File: src/rtl/mmio_pkg.sv
// Shared constants for the 4-bit core's memory-mapped I/O.
// Holds the microcycle indices (also used by the microcycle and decoder
// blocks), the default window bases and the window decode helper.
package mmio_pkg;

    // Microcycle indices within one instruction cycle.
    localparam logic [2:0] CYC_A1 = 3'd0;
    localparam logic [2:0] CYC_A2 = 3'd1;
    localparam logic [2:0] CYC_A3 = 3'd2;
    localparam logic [2:0] CYC_M1 = 3'd3;
    localparam logic [2:0] CYC_M2 = 3'd4;
    localparam logic [2:0] CYC_X1 = 3'd5;
    localparam logic [2:0] CYC_X2 = 3'd6;
    localparam logic [2:0] CYC_X3 = 3'd7;

    // Default window bases, compared against addr[11:4].
    localparam logic [7:0] ROM_IN_BASE_DEF  = 8'h7E;
    localparam logic [7:0] ROM_OUT_BASE_DEF = 8'h7F;
    localparam logic [7:0] RAM_OUT_BASE_DEF = 8'hFF;

    // A window always spans 16 port slots (addr[3:0]).
    localparam int PORT_SLOTS = 16;

    typedef enum logic [1:0] {
        WIN_NONE,
        WIN_ROM_IN,
        WIN_ROM_OUT,
        WIN_RAM_OUT
    } winSelT;

    // Classify the upper address byte. If two bases are configured equal,
    // the earlier window in this list wins.
    function automatic winSelT decodeWin(
        input logic [7:0] addrHi,
        input logic [7:0] inBase,
        input logic [7:0] outBase,
        input logic [7:0] ramBase
    );
        winSelT win;
        win = WIN_NONE;
        if (addrHi == inBase) begin
            win = WIN_ROM_IN;
        end else if (addrHi == outBase) begin
            win = WIN_ROM_OUT;
        end else if (addrHi == ramBase) begin
            win = WIN_RAM_OUT;
        end
        return win;
    endfunction

endpackage

File: src/rtl/io_sync_cell.sv
// Multi-flop synchroniser for one external input nibble.
// With MMIO_IN_CHANGE_IRQ_EN defined it also flags when the synchronised
// value differs from the value it held one clock earlier.
module io_sync_cell
    import mmio_pkg::*;
#(
    parameter int NIB_W       = 4,
    parameter int SYNC_STAGES = 2
) (
    input  logic             clk,
    input  logic             rstN,
    input  logic [NIB_W-1:0] asyncIn,
    output logic [NIB_W-1:0] syncOut
`ifdef MMIO_IN_CHANGE_IRQ_EN
    ,
    output logic             changed
`endif
);

    logic [NIB_W-1:0] chain [SYNC_STAGES];

    // Shift the raw pin value through SYNC_STAGES flops.
    always_ff @(posedge clk or negedge rstN) begin
        if (!rstN) begin
            for (int i = 0; i < SYNC_STAGES; i++) begin
                chain[i] <= '0;
            end
        end else begin
            chain[0] <= asyncIn;
            for (int i = 1; i < SYNC_STAGES; i++) begin
                chain[i] <= chain[i-1];
            end
        end
    end

    assign syncOut = chain[SYNC_STAGES-1];

`ifdef MMIO_IN_CHANGE_IRQ_EN
    logic [NIB_W-1:0] prevSync;

    // Remember the last synchronised value for edge detection.
    always_ff @(posedge clk or negedge rstN) begin
        if (!rstN) begin
            prevSync <= '0;
        end else begin
            prevSync <= syncOut;
        end
    end

    assign changed = (syncOut != prevSync);
`endif

endmodule

File: src/rtl/mmio_port_bank.sv
// Memory-mapped I/O port bank for the 4-bit core.
// Decodes the ROM-in, ROM-out and RAM-out windows from the effective address,
// registers read data on X2, commits port writes on X3 with a one-clock strobe,
// and keeps RAM writes out of the RAM-out window.
// Optional feature macro: MMIO_IN_CHANGE_IRQ_EN (input-change interrupt);
// without it irq is tied low.
//
// Request semantics: ioRe, ioWe and ramWe are level requests from the decoder
// with no back-pressure. A request acts only when it coincides with its
// microcycle (ioRe on X2, ioWe on X3) and the address hits a window; the
// bank always accepts in that clock, so there is no ready signal.
module mmio_port_bank
    import mmio_pkg::*;
#(
    parameter int         NIB_W        = 4,
    parameter int         N_IN         = 16,
    parameter int         N_OUT        = 16,
    parameter int         SYNC_STAGES  = 2,
    parameter logic [7:0] ROM_IN_BASE  = ROM_IN_BASE_DEF,
    parameter logic [7:0] ROM_OUT_BASE = ROM_OUT_BASE_DEF,
    parameter logic [7:0] RAM_OUT_BASE = RAM_OUT_BASE_DEF
) (
    input  logic                   clk,
    input  logic                   rstN,
    input  logic [2:0]             cycle,
    input  logic [11:0]            memAddr,
    input  logic                   ioWe,
    input  logic                   ioRe,
    input  logic                   ramWe,
    input  logic [NIB_W-1:0]       dataIn,
    input  logic [N_IN*NIB_W-1:0]  ioIn,
    output logic [NIB_W-1:0]       rdData,
    output logic [N_OUT*NIB_W-1:0] romOut,
    output logic [N_OUT*NIB_W-1:0] ramOut,
    output logic [2*N_OUT-1:0]     outStb,
    output logic                   ramWeEff,
    output logic                   errFlag,
    output logic                   irq
);

    // ------------------------------------------------------------------
    // Window decode
    // ------------------------------------------------------------------
    winSelT     winSel;
    logic [3:0] port;
    logic       romInHit;
    logic       romOutHit;
    logic       ramOutHit;
    logic       inValid;
    logic       outValid;
    logic       rdEn;
    logic       wrRomEn;
    logic       wrRamEn;

    assign winSel    = decodeWin(memAddr[11:4], ROM_IN_BASE, ROM_OUT_BASE, RAM_OUT_BASE);
    assign port      = memAddr[3:0];
    assign romInHit  = (winSel == WIN_ROM_IN);
    assign romOutHit = (winSel == WIN_ROM_OUT);
    assign ramOutHit = (winSel == WIN_RAM_OUT);

    assign inValid  = ({1'b0, port} < 5'(N_IN));
    assign outValid = ({1'b0, port} < 5'(N_OUT));

    assign rdEn    = ioRe & romInHit  & (cycle == CYC_X2);
    assign wrRomEn = ioWe & romOutHit & (cycle == CYC_X3);
    assign wrRamEn = ioWe & ramOutHit & (cycle == CYC_X3);

    // The RAM array must never see a write aimed at the RAM-out window.
    assign ramWeEff = ramWe & ~ramOutHit;

    // ------------------------------------------------------------------
    // Input synchronisers
    // ------------------------------------------------------------------
    logic [NIB_W-1:0] syncVal [N_IN];
    logic [NIB_W-1:0] syncPad [PORT_SLOTS];
`ifdef MMIO_IN_CHANGE_IRQ_EN
    logic [N_IN-1:0]  inChanged;
`endif

    for (genvar g = 0; g < N_IN; g++) begin : gSync
        io_sync_cell #(
            .NIB_W       (NIB_W),
            .SYNC_STAGES (SYNC_STAGES)
        ) uSync (
            .clk     (clk),
            .rstN    (rstN),
            .asyncIn (ioIn[g*NIB_W +: NIB_W]),
            .syncOut (syncVal[g])
`ifdef MMIO_IN_CHANGE_IRQ_EN
            ,
            .changed (inChanged[g])
`endif
        );
    end

    // Pad synchronised inputs to a full 16-slot table so any port index is safe.
    always_comb begin
        for (int i = 0; i < PORT_SLOTS; i++) begin
            syncPad[i] = '0;
        end
        for (int i = 0; i < N_IN; i++) begin
            syncPad[i] = syncVal[i];
        end
    end

    // ------------------------------------------------------------------
    // Read data register
    // ------------------------------------------------------------------
    // Capture the addressed input on the X2 edge; unimplemented ports read 0.
    always_ff @(posedge clk or negedge rstN) begin
        if (!rstN) begin
            rdData <= '0;
        end else if (rdEn) begin
            rdData <= inValid ? syncPad[port] : '0;
        end
    end

    // ------------------------------------------------------------------
    // Output port registers and strobes
    // ------------------------------------------------------------------
    logic [NIB_W-1:0]   romReg [N_OUT];
    logic [NIB_W-1:0]   ramReg [N_OUT];
    logic [2*N_OUT-1:0] stbNext;

    // One-hot strobe for the port written this clock; writes to missing ports give none.
    always_comb begin
        stbNext = '0;
        for (int i = 0; i < N_OUT; i++) begin
            stbNext[i]         = wrRomEn & outValid & (port == 4'(i));
            stbNext[N_OUT + i] = wrRamEn & outValid & (port == 4'(i));
        end
    end

    // Commit X3 writes into the out-port registers and launch the strobe.
    always_ff @(posedge clk or negedge rstN) begin
        if (!rstN) begin
            for (int i = 0; i < N_OUT; i++) begin
                romReg[i] <= '0;
                ramReg[i] <= '0;
            end
            outStb <= '0;
        end else begin
            for (int i = 0; i < N_OUT; i++) begin
                if (stbNext[i]) begin
                    romReg[i] <= dataIn;
                end
                if (stbNext[N_OUT + i]) begin
                    ramReg[i] <= dataIn;
                end
            end
            outStb <= stbNext;
        end
    end

    for (genvar g = 0; g < N_OUT; g++) begin : gOutFlat
        assign romOut[g*NIB_W +: NIB_W] = romReg[g];
        assign ramOut[g*NIB_W +: NIB_W] = ramReg[g];
    end

    // ------------------------------------------------------------------
    // Sticky error flag
    // ------------------------------------------------------------------
    // Any qualified access to a port index beyond the implemented range.
    always_ff @(posedge clk or negedge rstN) begin
        if (!rstN) begin
            errFlag <= 1'b0;
        end else if ((rdEn & ~inValid) | ((wrRomEn | wrRamEn) & ~outValid)) begin
            errFlag <= 1'b1;
        end
    end

    // ------------------------------------------------------------------
    // Input-change interrupt
    // ------------------------------------------------------------------
`ifdef MMIO_IN_CHANGE_IRQ_EN
    logic [N_IN-1:0] pending;
    logic [N_IN-1:0] pendingNext;
    logic            irqQ;

    // A fresh change sets pending and beats a same-clock read clear.
    always_comb begin
        pendingNext = pending;
        for (int i = 0; i < N_IN; i++) begin
            if (inChanged[i]) begin
                pendingNext[i] = 1'b1;
            end else if (rdEn && (port == 4'(i))) begin
                pendingNext[i] = 1'b0;
            end
        end
    end

    // Register pending bits and the interrupt derived from their next state.
    always_ff @(posedge clk or negedge rstN) begin
        if (!rstN) begin
            pending <= '0;
            irqQ    <= 1'b0;
        end else begin
            pending <= pendingNext;
            irqQ    <= |pendingNext;
        end
    end

    assign irq = irqQ;
`else
    assign irq = 1'b0;
`endif

endmodule
File: config.mk
export PLATFORM = sky130hd
export DESIGN_NAME = mmio_port_bank
export DESIGN_NICKNAME = d
export VERILOG_FILES = /design/src/rtl/mmio_pkg.sv /design/src/rtl/io_sync_cell.sv /design/src/rtl/mmio_port_bank.sv
export SDC_FILE = /design/constraint.sdc
export NUM_CORES = 1
export LEC_CHECK = 0
export ABC_AREA = 1
export BUFFER_PORTS_ARGS = -buffer_cell sky130_fd_sc_hd__buf_2
export CORE_ASPECT_RATIO = 1.5
export CORE_MARGIN = 1
export CORE_UTILIZATION = 53
export DETAILED_ROUTE_END_ITERATION = 10
export HOLD_SLACK_MARGIN = 0.12
export MAX_ROUTING_LAYER = met4
export PLACE_DENSITY = 0.8
export SETUP_SLACK_MARGIN = 0.1
export SLEW_MARGIN = 30
export SYNTH_ARGS = -nofsm -noshare
export SYNTH_HDL_FRONTEND = slang
export SYNTH_SLANG_ARGS = --single-unit
File: constraint.sdc
create_clock -name clk -period 1.5 [get_ports clk]
set_input_delay 0.225 -clock clk [delete_from_list [all_inputs] [get_ports clk]]
set_output_delay 0.225 -clock clk [all_outputs]
set_load 0.005 [all_outputs]
======== Word level (Yosys, flattened, before mapping) ========
Cells that the tools add are included.
storage, ports and cells
  logic and storage cells ................. 138
  input bits .............................. 88
  output and inout bits ................... 167
  bits in registers ....................... 292
operators by class
  reduce and logical (&&, ||, !) cells .... 1
  eq/ne operators ......................... 23
  bitwise operators ....................... 41
  $lt $le $gt $ge ......................... 1
  mux-type cells .......................... 6
operators by type and width
  cell                                                      number
  AND 1 bit                                                 39
  equality test 4 bit, second input constant                8
  binary-select mux 4 bit (select 4 bit)                    1
  equality test 4 x 3 -> 1 bit, second input constant       4
  equality test 8 x 7 -> 1 bit, second input constant       2
  equality test 4 x 2 -> 1 bit, second input constant       2
  equality test 8 bit, second input constant                1
  2-to-1 mux 4 bit                                          2
  equality test 3 bit, second input constant                2
  2-to-1 mux 2 bit                                          3
  greater-or-equal comparator 5 bit, second input constant  1
  NOT 4 -> 5 bit                                            1
  equality test 2 bit, second input constant                2
  equality test 4 x 1 -> 1 bit, second input constant       1
  zero test 4 bit                                           1
  equality test 2 x 1 -> 1 bit, second input constant       1
  NOT 1 bit                                                 1

======== Depth between registers and ports, before layout ========
Gate-level depths: netlist (run 1).
  depth in word-level cells ............... 8
  mapped depth ............................ 11
  depth with buffers taken out ............ 9

======== By module ========
A second synthesis (run 1) with hierarchy kept.
unflattened totals
  cells, all modules ...................... 1020
  area, all modules ....................... 10814.1 um2
by module, submodules not included
  module          cells each  times used  area each (um2)  sequential area each (um2)
  mmio_port_bank  828         1           7130.6           4103.9
  io_sync_cell    12          16          230.2            200.2

======== Worst setup path after synthesis (run 1) ========
No wires, ideal clock.
  path kind ............................... input to register
  from .................................... input port memAddr[10]
  to ...................................... register ramReg, in the netlist ramOut[4]
  slack ................................... 0.186 ns
  library setup time ...................... 0.131 ns
  data required time ...................... 1.369 ns
  stages .................................. 7
  arrival time ............................ 1.182 ns
  path buffers ............................ 1
  cells stage by stage .................... nand3_1 > nand3b_4 > nor2_4 > buf_12 > nand2_4 > nand2_1 > o21ai_1
between the ends
  word-level cells in the longest chain between the ends .. 8
  elaborated cells on any way between the ends .. 10
  classes of those cells .................. eq/ne (4); mux (3); bitwise (3)
ends and longest elaborated chain
  what                           line                   RTL
  start, declared                mmio_port_bank.sv:26   input logic [11:0] memAddr,
  equality test 8 bit            mmio_pkg.sv:45         end else if (addrHi == ramBase) begin
  2-to-1 mux 2 bit               mmio_pkg.sv:45
  2-to-1 mux 2 bit               mmio_pkg.sv:43         end else if (addrHi == outBase) begin
  2-to-1 mux 2 bit *             mmio_pkg.sv:41         if (addrHi == inBase) begin
  equality test 2 bit *          mmio_port_bank.sv:59   assign ramOutHit = (winSel == WIN_RAM_OUT);
  AND 1 bit * (2 in a row)       mmio_port_bank.sv:66   assign wrRamEn = ioWe & ramOutHit & (cycle == CYC_X3);
  AND 1 bit *                    mmio_port_bank.sv:130  stbNext[N_OUT + i] = wrRamEn & outValid & (port == 4'(i));
  end signal, assigned by index  mmio_port_bank.sv:148  ramReg[i] <= dataIn;
  end, declared                  mmio_port_bank.sv:122  logic [NIB_W-1:0] ramReg [N_OUT];
Every way passes the cells marked *; elsewhere a longest branch is shown, timed or not.
A chain may end at the register's enable or synchronous reset.

======== Final worst setup path (run 1) ========
  from .................................... register ramReg, in the netlist ramOut[61]
  to ...................................... output port ramOut[61]
RTL lines
  what           line                  RTL
  end, declared  mmio_port_bank.sv:34  output logic [N_OUT*NIB_W-1:0] ramOut,
No word-level cell between the ends.

==> results of run 1 <==
[through the flow]
step / power [uW] / area, sq um
2_1_floorplan: 8479 / 10320
3_3_place_gp: 8907 / 12120
3_5_place_dp: 8924 / 12120
4_1_cts: 15780 / 13660
5_1_grt: 16250 / 13710
6_report: 15730 / 13710
[worst max-delay path by stage]
stage	from	end	slack, ns	cells after the start
6_report	ramOut[61]$_DFFE_PN0P_	ramOut[61]	0.19	1
5_1_grt	romOut[27]$_DFFE_PN0P_	romOut[27]	0.16	1
4_1_cts	memAddr[10]	ramWeEff	0.10	6
3_5_place_dp	memAddr[10]	romOut[32]$_DFFE_PN0P_	-0.12	8
3_3_place_gp	memAddr[10]	romOut[33]$_DFFE_PN0P_	-0.07	8
2_1_floorplan	memAddr[10]	ramOut[4]$_DFFE_PN0P_	0.19	7
[tightest hold or removal path, cell delays in order]
cell	delay (ns)
buf_2	0.24
nand2_1	0.12
nand2_1	0.04
[layout make-up]
cell class | instances | area, sq um
Clock buffer | 30 | 674.4
Clock inverter | 15 | 205.2
Fill cell | 1344 | 5378
Inverter | 65 | 244.0
Multi-Input combinational cell | 572 | 2623
Sequential cell | 292 | 7307
Tap cell | 256 | 320.3
Timing Repair Buffer | 358 | 2332
[what timing repair did]
item | 4_1_cts | 5_1_grt
buffers inserted | 0 | 5
endpoints found under the hold margin | 360 | 0
hold buffers | 66 | 0
resized for setup | 0 | 1
setup endpoints to repair | 0 | 1
[cells by family (layout without fill, tap and decap cells)]
group / after synthesis / in the layout / share of synthesized area, %
buf+inv: 94 / 468 / 3.821
flops: 292 / 292 / 70.84
other cells: 1 / 2 / 0.03636
simple gates: 506 / 506 / 22.20
compound gates: 64 / 64 / 3.105
[state kept, by name, summed over array words and instances, names as in the netlist]
| name | count |
|---|---|
| outStb | 32 |
| gSync.uSync.chain | 64 |
| ramOut | 64 |
| rdData | 4 |
| romOut | 64 |
| gSync.uSync.syncOut | 64 |
[cells in the mapped netlist, types with 2 or more instances]
cell type and number:
nor2_2 19, nand3_1 33, o21ai_0 24, or2_2 4, nand3_4 10, nand4_1 5
nand2_1 391, inv_1 58, clkbuf_1 22, nor2_1 26, nand2_4 10, buf_4 3
o21ai_1 40, dfrtp_1 292, buf_2 2, nor2_4 2, inv_2 7
[per-layer routing]
metal	part of all wire [%]	track usage, %	up-vias
met5	0	-	-
met4	5.2	13.73	0
met3	5.5	4.101	91
met2	55	50.20	309
met1	34	28.44	3751
li1	-	-	3667
[report_power, final]
| part | switching (uW) | internal [uW] |
|---|---|---|
| logic | 495 | 329 |
| clock network | 2870 | 3940 |
| registers | 53.2 | 8050 |
| total | 3420 | 12300 |
==> out/summary.txt, run 1 <==
Minimum clock period: 1.306 ns
Vias per cell: 4.923
PwrDens: 1148 nW/um^2
Clk sinks: 292
Avg WL per Cell: 16.43 um
Reg-to-Reg Start: gSync[0].uSync.syncOut[2]$_DFF_PN0_
GPL Wtd Cong: 0.8416
Finished Layout Cells: 1,588
Top area cells in the synthesized netlist: dfrtp_1, nand2_1, inv_1, o21ai_1, nand3_4
Fin crit share: 87.05%
Lkg Pwr: 0.007767 uW
Initial core utilization: 54.05%
Synth Flop Type: dfrtp_1
Yosys cell types: 26
R2R setup slack: 0.44 ns
Crit path largest cell delay: 0.42 ns
Hold Crit Endpoint: romOut[45]$_DFFE_PN0P_
Antenna violations before repair: 0
Area Growth Syn to Fin: 32.87%
Pre-Repair DR Iteration Count: 5
Count of final setup violators: 0
Hold Path Cell Cnt: 3
Total Routed Length: 26,100 um
Antenna cells: 0
Latest clock arrival within the worst-skew pair: 0.52 ns
Layout cell share with drive strength beyond 1: 29.43%
Max clock buf depth: 3
Mapped cell area: 10,310 sq um
Critical Path RT: 1.27 ns
Site row count: 62
Post-Syn Area per Cell: 10.78 sq um
Die Y: 172.9 um
I/O Pins: 255
Yosys warnings: 0
Largest net degree at the start of global routing: 61
Commonest non-fill, non-tap cell in the layout: nand2_1
TNS Setup: 0 ns
Critical path class: reg -> out
DP Cell Count: 1,472
Most frequent cells in the layout: nand2_1, dfrtp_1, buf_2, dlygate4sd3_1, inv_1
IR drop worst, VDD: 0.001077 V
Antenna Nets Post-Route: 0
Status: complete, no violations
Hold path start: dataIn[1]
Die span in x: 115.9 um
Total GRT Usage: 27.72%
FF-to-FF End: rdData[2]$_DFFE_PN0P_
Clock Pin Slew Worst Setup and Hold Paths: 0.07 ns
CP arrival: 1.08 ns
R2r worst-path depth: 6
CTS tree: done
Number of synthesized flops with an enable pin: 0
Worst clock skew: 0.006790 ns
Core Area: 19,080 sq um
Cell family with most CP delay: flip-flops
CP max-delay cell: dfrtp_1
Die footprint: 20,040 sq um
CP Capture Type: primary output
Root Buffer: clkbuf_16
Setup crit start kind: flop
Hold crit path type: in -> reg
Global route total overflow: 0
Place WS: -0.1193 ns
Drt drc: 0
Final max-slew violation count: 0
Via count: 7,818
First-pass GRT wire length: 40,490 um
Crit path cell chain: buf_2
Core Util, Final: 71.82%
Post-synthesis cell count: 957
Hold Fails Final Rpt: 0
Cell taking the most area after synthesis: dfrtp_1
Max-Cap Viols: 0
IO buf count: 252
Area share of the leading cell type in the synthesized netlist: 70.84%
Setup WS post-layout: 0.1942 ns
Hold slack: 0.1450 ns
CP Buf/Inv Count: 1
Initial drt markers: 443
Ys async rst share: 100.0%
Maximum clock rate: 0.7658 GHz
# nets final: 1,402
#FFs+latches synth: 292
CTS Buf Count: 25
H-tree levels: 1
Register area share after synthesis: 70.84%
CP max FO: 2
Unrepaired setup endpoints after global routing: false
Vias in the first global route: 7,975
Post-DP HPWL: 17,160 um
(Power assumes the default switching activity.)
==> inputs of run 2 (changes only) <==
--- a/config.mk
+++ b/config.mk
@@ -7,9 +7,11 @@
 export LEC_CHECK = 0
 export ABC_AREA = 1
 export BUFFER_PORTS_ARGS = -buffer_cell sky130_fd_sc_hd__buf_2
+export CELL_PAD_IN_SITES_DETAIL_PLACEMENT = 1
+export CELL_PAD_IN_SITES_GLOBAL_PLACEMENT = 2
 export CORE_ASPECT_RATIO = 1.5
 export CORE_MARGIN = 1
-export CORE_UTILIZATION = 53
+export CORE_UTILIZATION = 33
 export DETAILED_ROUTE_END_ITERATION = 10
 export HOLD_SLACK_MARGIN = 0.12
 export MAX_ROUTING_LAYER = met4
==> run 2 against run 1 <==
Worst hold slack about the same. First-iteration DRC count fell by 44%. Core utilization decreased by 26 points. Critical path depth increased by 6. Cell area rose by 2.9%. Critical endpoint is now ramWeEff. Setup slack worse by 0.041 ns. Die area increased by 60%. Via count decreased by 0.29%.
==> out/summary.txt, run 2 (synthesis gave the netlist of run 1 again) <==
Fin crit share: 89.77%
Commonest non-fill, non-tap cell in the layout: nand2_1
Worst clock skew: 0.008169 ns
Crit path cell chain: buf_2 -> nand2_1 -> nor2_4 -> nand3b_4 -> buf_8 -> and2_1 -> buf_2
Post-DP HPWL: 21,650 um
Net Sw Power: 3606 uW
Max-Cap Viols: 0
Critical Path RT: 1.27 ns
Internal power: 13,110 uW
Lkg Pwr: 0.007876 uW
Die Y: 218.5 um
Area post-placement: 12,410 sq um
Hold Path Cell Cnt: 3
Avg WL per Cell: 17.80 um
Die span in x: 146.4 um
R2r worst-path depth: 8
Latest clock arrival within the worst-skew pair: 0.54 ns
Site row count: 78
CP arrival: 1.12 ns
Register area: 7307 sq um
Fill cell count: 3,447
Total Routed Length: 31,030 um
Clock Pin Slew Worst Setup and Hold Paths: 0.07 ns
Core Area: 30,450 sq um
PwrDens: 1186 nW/um^2
Hold Crit Endpoint: ramOut[43]$_DFFE_PN0P_
IR drop worst, VDD: 0.001218 V
Clock network power share: 46.3%
Via count: 7,795
Hold Fails Final Rpt: 0
CP dominant cell by count: buf_2
CTS tree: done
H-tree levels: 1
Fin area: 14,100 sq um
Logic pwr share: 5.2%
CTS Buf Count: 27
Setup crit start kind: input port
CP max-delay cell: buf_8
Drt drc: 0
Total design power: 16,720 uW
Vias in the first global route: 8,655
First-pass GRT wire length: 49,200 um
Initial core utilization: 33.88%
GPL Wtd Cong: 0.7764
Multi-input gate area: 2618 sq um
CP max FO: 14
CP Capture Type: primary output
R2R setup slack: 0.46 ns
Initial drt markers: 248
Global route total overflow: 0
Clk sinks: 292
Total GRT Usage: 20.85%
Hold path start: dataIn[3]
Die footprint: 31,980 sq um
Most frequent cells in the layout: nand2_1, dfrtp_1, buf_2, dlygate4sd3_1, inv_1
Pre-Repair DR Iteration Count: 4
# nets final: 1,409
Hold crit path type: in -> reg
Final max-slew violation count: 0
IO buf count: 252
Critical path class: in -> out
Root Buffer: clkbuf_16
Count of final setup violators: 0
TNS Setup: 0 ns
I/O Pins: 255
Antenna violations before repair: 3
Area Growth Syn to Fin: 36.67%
Unrepaired setup endpoints after global routing: false
Vias per cell: 4.472
FF-to-FF End: rdData[2]$_DFFE_PN0P_
Seq pwr share: 48.5%
Switching Share: 21.57%
Layout cell share with drive strength beyond 1: 29.78%
Largest net degree at the start of global routing: 77
Minimum clock period: 1.347 ns
Max clock buf depth: 3
Crit path largest cell delay: 0.17 ns
Antenna Nets Post-Route: 0
Status: complete, no violations
Reg-to-Reg Start: gSync[6].uSync.syncOut[2]$_DFF_PN0_
Maximum clock rate: 0.7426 GHz
run 2: repair_timing:
item                                    4_1_cts  5_1_grt
resized for setup                             1        1
pin swaps                                     0        1
endpoints found under the hold margin       360        0
endpoints found under the setup margin        1        1
hold buffers                                 66        0
setup buffers                                 0        1
run 2: cell type report:
type | instances | share of cell area, %
Multi-Input combinational cell | 572 | 18.57
Clock inverter | 15 | 1.899
Clock buffer | 33 | 5.237
Tap cell | 400 | 3.550
Inverter | 65 | 1.731
Antenna cell | 3 | 0.05325
Sequential cell | 292 | 51.83
Timing Repair Buffer | 363 | 17.13
run 2: per-layer routing:
metal / GRT usage, % / share of wire (%)
met1: 22.33 / 38
met2: 38.60 / 55
met3: 3.027 / 3.8
met4: 7.951 / 3.3
met5: - / 0
run 2: metrics by stage:
step           setup WS (ns)  utilization, %  hold slack, ns  instances
5_1_grt              0.09944           46.30          0.1439       1743
2_1_floorplan         0.1865               -        -0.07059        958
4_1_cts               0.1366           46.24          0.1330       1739
6_report              0.1534           46.30          0.1454       1743
3_5_place_dp        -0.09522           40.75          0.1318       1625
3_3_place_gp        -0.03121           40.75          0.1326       1625
run 2: how the worst max path moves through the flow:
stage,from,endpoint,slack [ns],cells past startpoint
after floorplan,memAddr[10],ramOut[4]$_DFFE_PN0P_,0.19,7
after global placement,memAddr[7],ramOut[40]$_DFFE_PN0P_,-0.03,9
after detailed placement,memAddr[7],ramOut[40]$_DFFE_PN0P_,-0.1,9
after CTS,memAddr[7],ramWeEff,0.14,7
after global routing,memAddr[5],ramWeEff,0.1,7
final,memAddr[5],ramWeEff,0.15,7
run 2: worst max-delay path: cells and delay by family:
kind / cells / cell delay, ns
AND/OR/NAND/NOR: 4 / 0.49
buffers and inverters: 3 / 0.38
run 2: power by group through the flow:
stage / logic (uW) / clock network [uW] / registers [uW]
2_1_floorplan: 246 / 0 / 8230
3_3_place_gp: 726 / 0 / 8250
3_5_place_dp: 742 / 0 / 8260
4_1_cts: 878 / 7860 / 8110
5_1_grt: 969 / 8210 / 8120
6_report: 862 / 7750 / 8110
==> inputs of run 3 (changes only) <==
--- a/config.mk
+++ b/config.mk
@@ -16,6 +16,7 @@
 export HOLD_SLACK_MARGIN = 0.12
 export MAX_ROUTING_LAYER = met4
 export PLACE_DENSITY = 0.8
+export REMOVE_ABC_BUFFERS = 1
 export SETUP_SLACK_MARGIN = 0.1
 export SLEW_MARGIN = 30
 export SYNTH_ARGS = -nofsm -noshare
==> run 3 against run 2 <==
Total power decreased by 2.3%. Count of clock-buffer cells in the layout up 9. Combinational power increased by 3.8%. Via count up 0.72%. Cell area up 0.36%. Largest cell class unchanged. Critical path depth down 6. Non-clock buffer count grew 11. Core utilization is 0.17 points higher. Flip-flop and latch count unchanged. Setup slack improved by 0.0050 ns. Sequential power about the same.
==> out/summary.txt, run 3 (synthesis gave the netlist of run 1 again) <==
Global route total overflow: 0
Vias in the first global route: 8,901
Layout cell share with drive strength beyond 1: 29.89%
CTS resizes: 0
Final max-slew violation count: 0
Fill cell count: 3,464
Latest clock arrival within the worst-skew pair: 0.55 ns
IO buf count: 252
Reg-to-Reg Start: gSync[1].uSync.syncOut[3]$_DFF_PN0_
Clock Pin Slew Worst Setup and Hold Paths: 0.07 ns
GPL Wtd Cong: 0.7905
Seq pwr share: 49.6%
Die footprint: 31,980 sq um
Site row count: 78
Switching Share: 22.13%
M3 GR Usage: 3.633%
Largest net degree at the start of global routing: 55
Area Growth Syn to Fin: 37.17%
IR drop worst, VDD: 0.0007513 V
Antenna Nets Post-Route: 0
Setup WS post-layout: 0.1584 ns
H-tree levels: 1
Hold Fails Final Rpt: 0
Internal power: 12,730 uW
Critical Path RT: 1.27 ns
# nets final: 1,421
CP max FO: 2
Initial core utilization: 33.88%
Avg WL per Cell: 18.20 um
CTS tree: done
Crit path largest cell delay: 0.42 ns
Commonest non-fill, non-tap cell in the layout: nand2_1
Max-Cap Viols: 0
Finished Layout Cells: 1,759
Lkg Pwr: 0.007911 uW
CP startpoint: romOut[37]$_DFFE_PN0P_
CTS Buf Count: 28
I/O Pins: 255
TNS Setup: 0 ns
R2r worst-path depth: 8
Post-DP HPWL: 21,910 um
Total GRT Usage: 21.66%
Antenna violations before repair: 4
Root Buffer: clkbuf_16
CP Buf/Inv Count: 1
Hold crit path type: in -> async
Setup crit start kind: flop
Die Y: 218.5 um
CP max-delay cell: dfrtp_1
Routing usage on met2: 38.14%
Die span in x: 146.4 um
Pre-Repair DR Iteration Count: 4
Initial drt markers: 225
Clk sinks: 292
Count of final setup violators: 0
Drt drc: 0
Cell family with most CP delay: flip-flops
Area post-placement: 12,470 sq um
CP Capture Type: primary output
Max clock buf depth: 3
Status: complete, no violations
Worst clock skew: 0.008009 ns
Unrepaired setup endpoints after global routing: false
Critical path class: reg -> out
Via count: 7,851
Crit path cell chain: buf_2
FF-to-FF End: rdData[3]$_DFFE_PN0P_
Core Area: 30,450 sq um
Fin crit share: 89.44%
Logic pwr share: 5.5%
DP Cell Count: 1,632
First-pass GRT wire length: 51,060 um
Hold slack: 0.1749 ns
Net Sw Power: 3617 uW
Fin area: 14,150 sq um
Most frequent cells in the layout: nand2_1, dfrtp_1, buf_2, dlygate4sd3_1, inv_1
R2R setup slack: 0.43 ns
Clock network power share: 44.9%
Minimum clock period: 1.342 ns
Vias per cell: 4.463
Place WS: -0.1136 ns
GR Util met1: 24.08%
Maximum clock rate: 0.7454 GHz
PwrDens: 1155 nW/um^2
CP arrival: 1.12 ns
GR peak layer: met2
Total Routed Length: 32,010 um
run 3: cell types whose count changed in the layout (fill, tap and decap cells not counted):
cell           delta
buf_4             +8
clkbuf_1          +6
bufinv_16         -4
dlygate4sd3_1     +3
inv_6             -3
clkbuf_16         +2
buf_12            +1
buf_8             -1
clkbuf_8          +1
clkinv_2          +1
clkinv_4          +1
diode_2           +1
run 3: cell type report:
| type | instances | area, sq um | area share [%] |
|---|---|---|---|
| inverters | 65 | 244.0 | 1.724 |
| multi-input cells | 572 | 2618 | 18.50 |
| well taps | 400 | 500.5 | 3.537 |
| repair buffers | 374 | 2510 | 17.74 |
| diodes | 4 | 10.01 | 0.07075 |
| flip-flops and latches | 292 | 7307 | 51.64 |
| clock buffers | 42 | 824.5 | 5.828 |
| clock inverters | 10 | 135.1 | 0.9551 |
run 3: what timing repair did:
item | CTS | global route
buffers inserted | 2 | 0
hold endpoints to repair | 378 | 0
endpoints found under the setup margin | 1 | 0
hold buffers | 69 | 0
run 3: power groups by stage:
stage	logic, uW	registers (uW)	clock network [uW]
after floorplan	195	8230	0
after global placement	752	8250	0
after detailed placement	764	8260	0
after CTS	913	8110	7540
after global routing	1010	8120	7830
final	895	8110	7340
run 3: worst max path at each step:
stage                                         to  depth (start not counted)  slack, ns
final                                 romOut[37]                          1       0.16
after CTS                             ramOut[45]                          1       0.12
after global routing                    ramWeEff                          7       0.11
after global placement    ramOut[49]$_DFFE_PN0P_                          8      -0.07
after detailed placement  ramOut[31]$_DFFE_PN0P_                          9      -0.11
after floorplan           ramOut[28]$_DFFE_PN0P_                          6      -0.45
run 3: through the flow:
step                utilization [%]  total power, uW
floorplan                         -             8428
global placement              40.96             9001
detailed placement            40.96             9021
CTS                           46.43            16560
global route                  46.47            16960
finish                        46.47            16340
run 3: metal layers:
layer  vias up  routed length [um]
met1      3881               12550
met2       199               16760
met3        64                1411
li1       3707                   -
met4         0                1289
met5         -                   0
